### src/rtl/seq_array_mult.sv
// Sequential shift-add multiplier: one partial-product row per clock, valid/ready on both sides.
// Optional two's-complement mode enabled by defining MULT_SIGNED_EN (adds the is_signed port).
module seq_array_mult #(
    parameter int unsigned WIDTH = 4,
    parameter int unsigned CNT_W = $clog2(WIDTH) + 1
) (
    input  logic               clk,
    input  logic               rst,
`ifdef MULT_SIGNED_EN
    input  logic               is_signed,
`endif
    input  logic               in_valid,
    output logic               in_ready,
    input  logic [WIDTH-1:0]   m,
    input  logic [WIDTH-1:0]   q,
    output logic               out_valid,
    input  logic               out_ready,
    output logic [2*WIDTH-1:0] p,
    output logic               busy
);

    typedef enum logic [1:0] {StIdle, StBusy, StDone} state_e;

    state_e               state_q, state_d;
    logic [2*WIDTH-1:0]   mc_q, mc_d;
    logic [WIDTH-1:0]     q_q, q_d;
    logic [2*WIDTH-1:0]   acc_q, acc_d;
    logic [2*WIDTH-1:0]   p_q, p_d;
    logic [CNT_W-1:0]     row_q, row_d;
    logic                 sgn_q, sgn_d;
    logic                 last_row;
    logic [2*WIDTH-1:0]   addend;
    logic [2*WIDTH-1:0]   m_ext;
    logic                 sgn_in;

`ifdef MULT_SIGNED_EN
    assign sgn_in = is_signed;
`else
    assign sgn_in = 1'b0;
`endif

    assign m_ext    = sgn_in ? {{WIDTH{m[WIDTH-1]}}, m} : {{WIDTH{1'b0}}, m};
    assign last_row = (row_q == CNT_W'(WIDTH - 1));
    assign addend   = q_q[0] ? mc_q : '0;

    always_comb begin
        state_d = state_q;
        mc_d    = mc_q;
        q_d     = q_q;
        acc_d   = acc_q;
        p_d     = p_q;
        row_d   = row_q;
        sgn_d   = sgn_q;
        unique case (state_q)
            StIdle: begin
                if (in_valid) begin
                    mc_d    = m_ext;
                    q_d     = q;
                    sgn_d   = sgn_in;
                    acc_d   = '0;
                    row_d   = '0;
                    state_d = StBusy;
                end
            end
            StBusy: begin
                // Signed mode: the multiplier's MSB carries negative weight, so subtract that row.
                if (last_row && sgn_q) begin
                    acc_d = acc_q - addend;
                end else begin
                    acc_d = acc_q + addend;
                end
                mc_d  = mc_q << 1;
                q_d   = q_q >> 1;
                row_d = row_q + CNT_W'(1);
                if (last_row) begin
                    p_d     = acc_d;
                    state_d = StDone;
                end
            end
            StDone: begin
                if (out_ready) begin
                    state_d = StIdle;
                end
            end
            default: state_d = StIdle;
        endcase
    end

    always_ff @(posedge clk or posedge rst) begin
        if (rst) begin
            state_q <= StIdle;
            mc_q    <= '0;
            q_q     <= '0;
            acc_q   <= '0;
            p_q     <= '0;
            row_q   <= '0;
            sgn_q   <= 1'b0;
        end else begin
            state_q <= state_d;
            mc_q    <= mc_d;
            q_q     <= q_d;
            acc_q   <= acc_d;
            p_q     <= p_d;
            row_q   <= row_d;
            sgn_q   <= sgn_d;
        end
    end

    assign in_ready  = (state_q == StIdle);
    assign busy      = (state_q == StBusy);
    assign out_valid = (state_q == StDone);
    assign p         = p_q;

endmodule
### config.mk
export PLATFORM = sky130hd
export DESIGN_NAME = seq_array_mult
export DESIGN_NICKNAME = d
export VERILOG_FILES = /design/src/rtl/seq_array_mult.sv
export SDC_FILE = /design/constraint.sdc
export NUM_CORES = 1
export LEC_CHECK = 0
export ABC_AREA = 0
export CORE_MARGIN = 5
export CORE_UTILIZATION = 35
export DETAILED_ROUTE_END_ITERATION = 16
export SYNTH_ARGS = -nofsm -noshare
export SYNTH_HDL_FRONTEND = slang
export SYNTH_SLANG_ARGS = --single-unit
### constraint.sdc
create_clock -name clk -period 2.05 [get_ports clk]
set_input_delay 0.5125 -clock clk [delete_from_list [all_inputs] [get_ports clk]]
set_output_delay 0.5125 -clock clk [all_outputs]
set_load 0.01 [all_outputs]
==> results of run 1 <==
[flip-flops by register name, indices dropped and copies added, names as in the netlist]
register,flops
row_q,3
mc_q,8
state_q,2
acc_q,8
p,8
q_q,4
[cells by family after synthesis]
group | count (synthesis) | share of synthesized area, %
muxes | 5 | 3.200
adders and majority gates | 10 | 7.709
xor gates and xnor gates | 4 | 2.037
and+or+nand+nor | 38 | 11.71
buffers and inverters | 19 | 4.218
DFF | 33 | 48.00
AOI/OAI and AO/OA | 62 | 23.13
[layer usage]
metal / routed length, um / vias to the layer above / global-route usage, % / share of wire, %
met1: 1681 / 678 / 16.83 / 43
met2: 1942 / 31 / 22.19 / 50
met4: 42 / 0 / 4.899 / 1.1
met3: 230 / 4 / 4.372 / 5.9
li1: - / 684 / - / -
met5: 0 / - / 0 / 0
[repair_timing]
item / 4_1_cts / 5_1_grt
endpoints found under the setup margin: 7 / 8
resized for setup: 5 / 9
hold endpoints to repair: 0 / 0
pin swaps: 2 / 5
setup buffers: 2 / 0
[area by class of cell]
type                       instances  area (um2)
inverter                          10       37.54
fill                             452        2425
tap                               67       83.83
clock inverter                     1       30.03
clock buffer                       7       86.33
sequential                        33       825.8
timing repair buffer              41       370.4
multi-input combinational        119       895.9
[critical path, cell delays in order, from the launching register on]
cell and delay (ns):
dfrtp_1 0.39, and2_4 0.17, ha_4 0.15, inv_2 0.05, fa_2 0.22, nor2b_4 0.05
o31a_1 0.26, o21a_1 0.20, or3_4 0.34, a32o_1 0.26
[cell usage after synthesis, types with 2 or more instances]
master / instances / area [um2]
a21oi_1: 14 / 70.07
ha_1: 9 / 112.6
a22oi_1: 6 / 45.04
nor2_1: 3 / 11.26
dfrtp_1: 33 / 825.8
xnor2_1: 2 / 17.52
and2_1: 7 / 43.79
o21ai_0: 20 / 100.1
nand2b_1: 2 / 12.51
a22o_1: 9 / 78.83
o211ai_1: 3 / 22.52
nor2b_1: 9 / 56.30
nand2_1: 14 / 52.55
xor2_1: 2 / 17.52
inv_1: 10 / 37.54
o21a_1: 2 / 15.01
clkbuf_1: 8 / 30.03
mux2_2: 4 / 45.04
[worst paths after layout]
path,to,slack (ns),depth (start not counted),start
setup / recovery,acc_q[6]$_DFFE_PP0P_,-0.15,9,mc_q[0]$_DFFE_PP0P_
hold / removal,p[7]$_DFFE_PP0P_,0.48,2,p[7]$_DFFE_PP0P_
setup reg to reg,acc_q[6]$_DFFE_PP0P_,-0.15,9,mc_q[0]$_DFFE_PP0P_
hold reg to reg,p[7]$_DFFE_PP0P_,0.48,2,p[7]$_DFFE_PP0P_
max in group asynchronous,acc_q[7]$_DFFE_PP0P_,1.12,3,rst
min in group asynchronous,row_q[0]$_DFFE_PP0P_,0.62,3,rst
[power by group through the flow]
| stage | sequential (mW) | clock (mW) | combinational [mW] |
|---|---|---|---|
| 3_5_place_dp | 1.06 | 0 | 1.28 |
| 3_3_place_gp | 1.05 | 0 | 1.24 |
| 5_1_grt | 1.09 | 0.685 | 1.46 |
| 4_1_cts | 1.05 | 0.659 | 1.31 |
| 2_1_floorplan | 1.06 | 0 | 0.767 |
| 6_report | 1.05 | 0.629 | 1.31 |
==> results.py, run 1 <==
metrics = {
    "detailed_routing": {
        "firstDrtPassIters": 4,
        "routedWlPerCell_um": 14.02,
        "antenna_left": 0,
        "drc": 0,
        "drt_iter0_drc": 49,
        "wirelength_um": 3897,
        "vias": 1397,
        "vias_per_cell": 5.025,
    },
    "clocking": {
        "cts_made_buffers": 5,
        "insertion_delay_ns": 0.28,
        "htree_levels": 2,
        "clk_pin_slew_worst_paths_ns": 0.07,
        "cts_tree": "built",
        "clkSinkCount": 33,
        "cts_buffer_depth": 2,
        "root_buffer": "clkbuf_8",
        "hold_buffers": 0,
    },
    "placed_design": {
        "hpwl_um": 2826,
        "portBuffers": 22,
        "dp_slack_ns": -0.1636,
        "postPlaceCellArea_um2": 2135,
        "dp.cells": 268,
        "gp_congestion": 0.8093,
    },
    "die": {
        "row_count": 25,
        "io_pins": 23,
        "die_h_um": 80.11,
        "die_x_um": 80.11,
        "start_util_pct": 36.18,
        "fp.dieArea_um2": 6418,
        "design.core.area_um2": 4755,
    },
    "final_layout": {
        "area_delta_synth_final_pct": 35.42,
        "layout_common_cells": "dfrtp_1 (33), o21ai_0 (19), clkdlybuf4s50_1 (19), buf_4 (18), nand2_1 (13)",
        "final_cell_count_no_fill": 278,
        "utilization_pct": 49.00,
        "antennaDiodeCount": 0,
        "layout_commonest_cell": "dfrtp_1",
        "fin_nets": 232,
        "design_area_um2": 2330,
        "drive_above_1_share_pct": 20.85,
    },
    "synth": {
        "synth-seq-area-share_pct": 48.00,
        "ys_ff_latch": 33,
        "synth_ff_type": "dfrtp_1",
        "netlist_area_um2": 1720,
        "avgSynthCellArea_um2": 10.06,
        "ys_warn_count": 0,
        "synth-edff-count": 0,
        "synthArstFlopShare_pct": 100.0,
        "synth_cells": 171,
        "syn-num-nets": 193,
        "synthDistinctLibCells": 32,
    },
    "power": {
        "p_leak_nw": 1.074,
        "swShare_pct": 34.71,
        "p_clk_share_pct": 21.0,
        "pwr-share-seq_pct": 35.1,
        "vdd_drop_max_mv": 0.7437,
        "combPwrFrac_pct": 43.9,
        "finalPower_mw": 2.995,
        "power.net_switching_mw": 1.039,
        "power.internal_mw": 1.955,
        "p_per_area_nw_per_um2": 1285,
    },
    "grt": {
        "grt_usage_pct": 13.62,
        "antenna_found_initial": 0,
        "grt_pass1_wl_um": 6727,
        "grt_max_degree": 34,
        "first_global_vias": 1468,
        "overflow": 0,
    },
    "timing": {
        "final.setup.worst_slack_ns": -0.1460,
        "fin_crit_ns": 2.196,
        "setup_violations": 4,
        "skew_ns": 0.008245,
        "finalMaxSlewViolations": 0,
        "hold_ws_ns": 0.4808,
        "rsz0062_at_grt": "true",
        "fmax_ghz": 0.4554,
        "min_period_over_period_pct": 107.1,
        "setup_tns_ns": -0.2339,
        "worst_slew_pin_slew_ns": 1.168,
        "slew_headroom_pct": 22.00,
        "hold_violations": 0,
    },
    "status": {
        "violations": "setup timing",
        "status": "finished, violations left",
    },
    "worst_setup_path": {
        "cp.arrival_ns": 2.37,
        "setup.worst_path.end_class": "flip-flop",
        "startpoint_type": "flip-flop",
        "worstSetupPathType": "reg2reg",
        "critPathMaxFanout": 2,
        "required_ns": 2.22,
    },
    "hold_path": {
        "min_path_type": "reg2reg",
    },
    "flow_run": {
        "maxCapViolCount": 0,
    },
}
Power figures use the tool's default switching activity.
==> run 2, diff against run 1 <==
- CAP_MARGIN: unset -> 10
==> results of run 2 <==
Same layout as run 1: the final DEF is identical, and so are final timing and power.
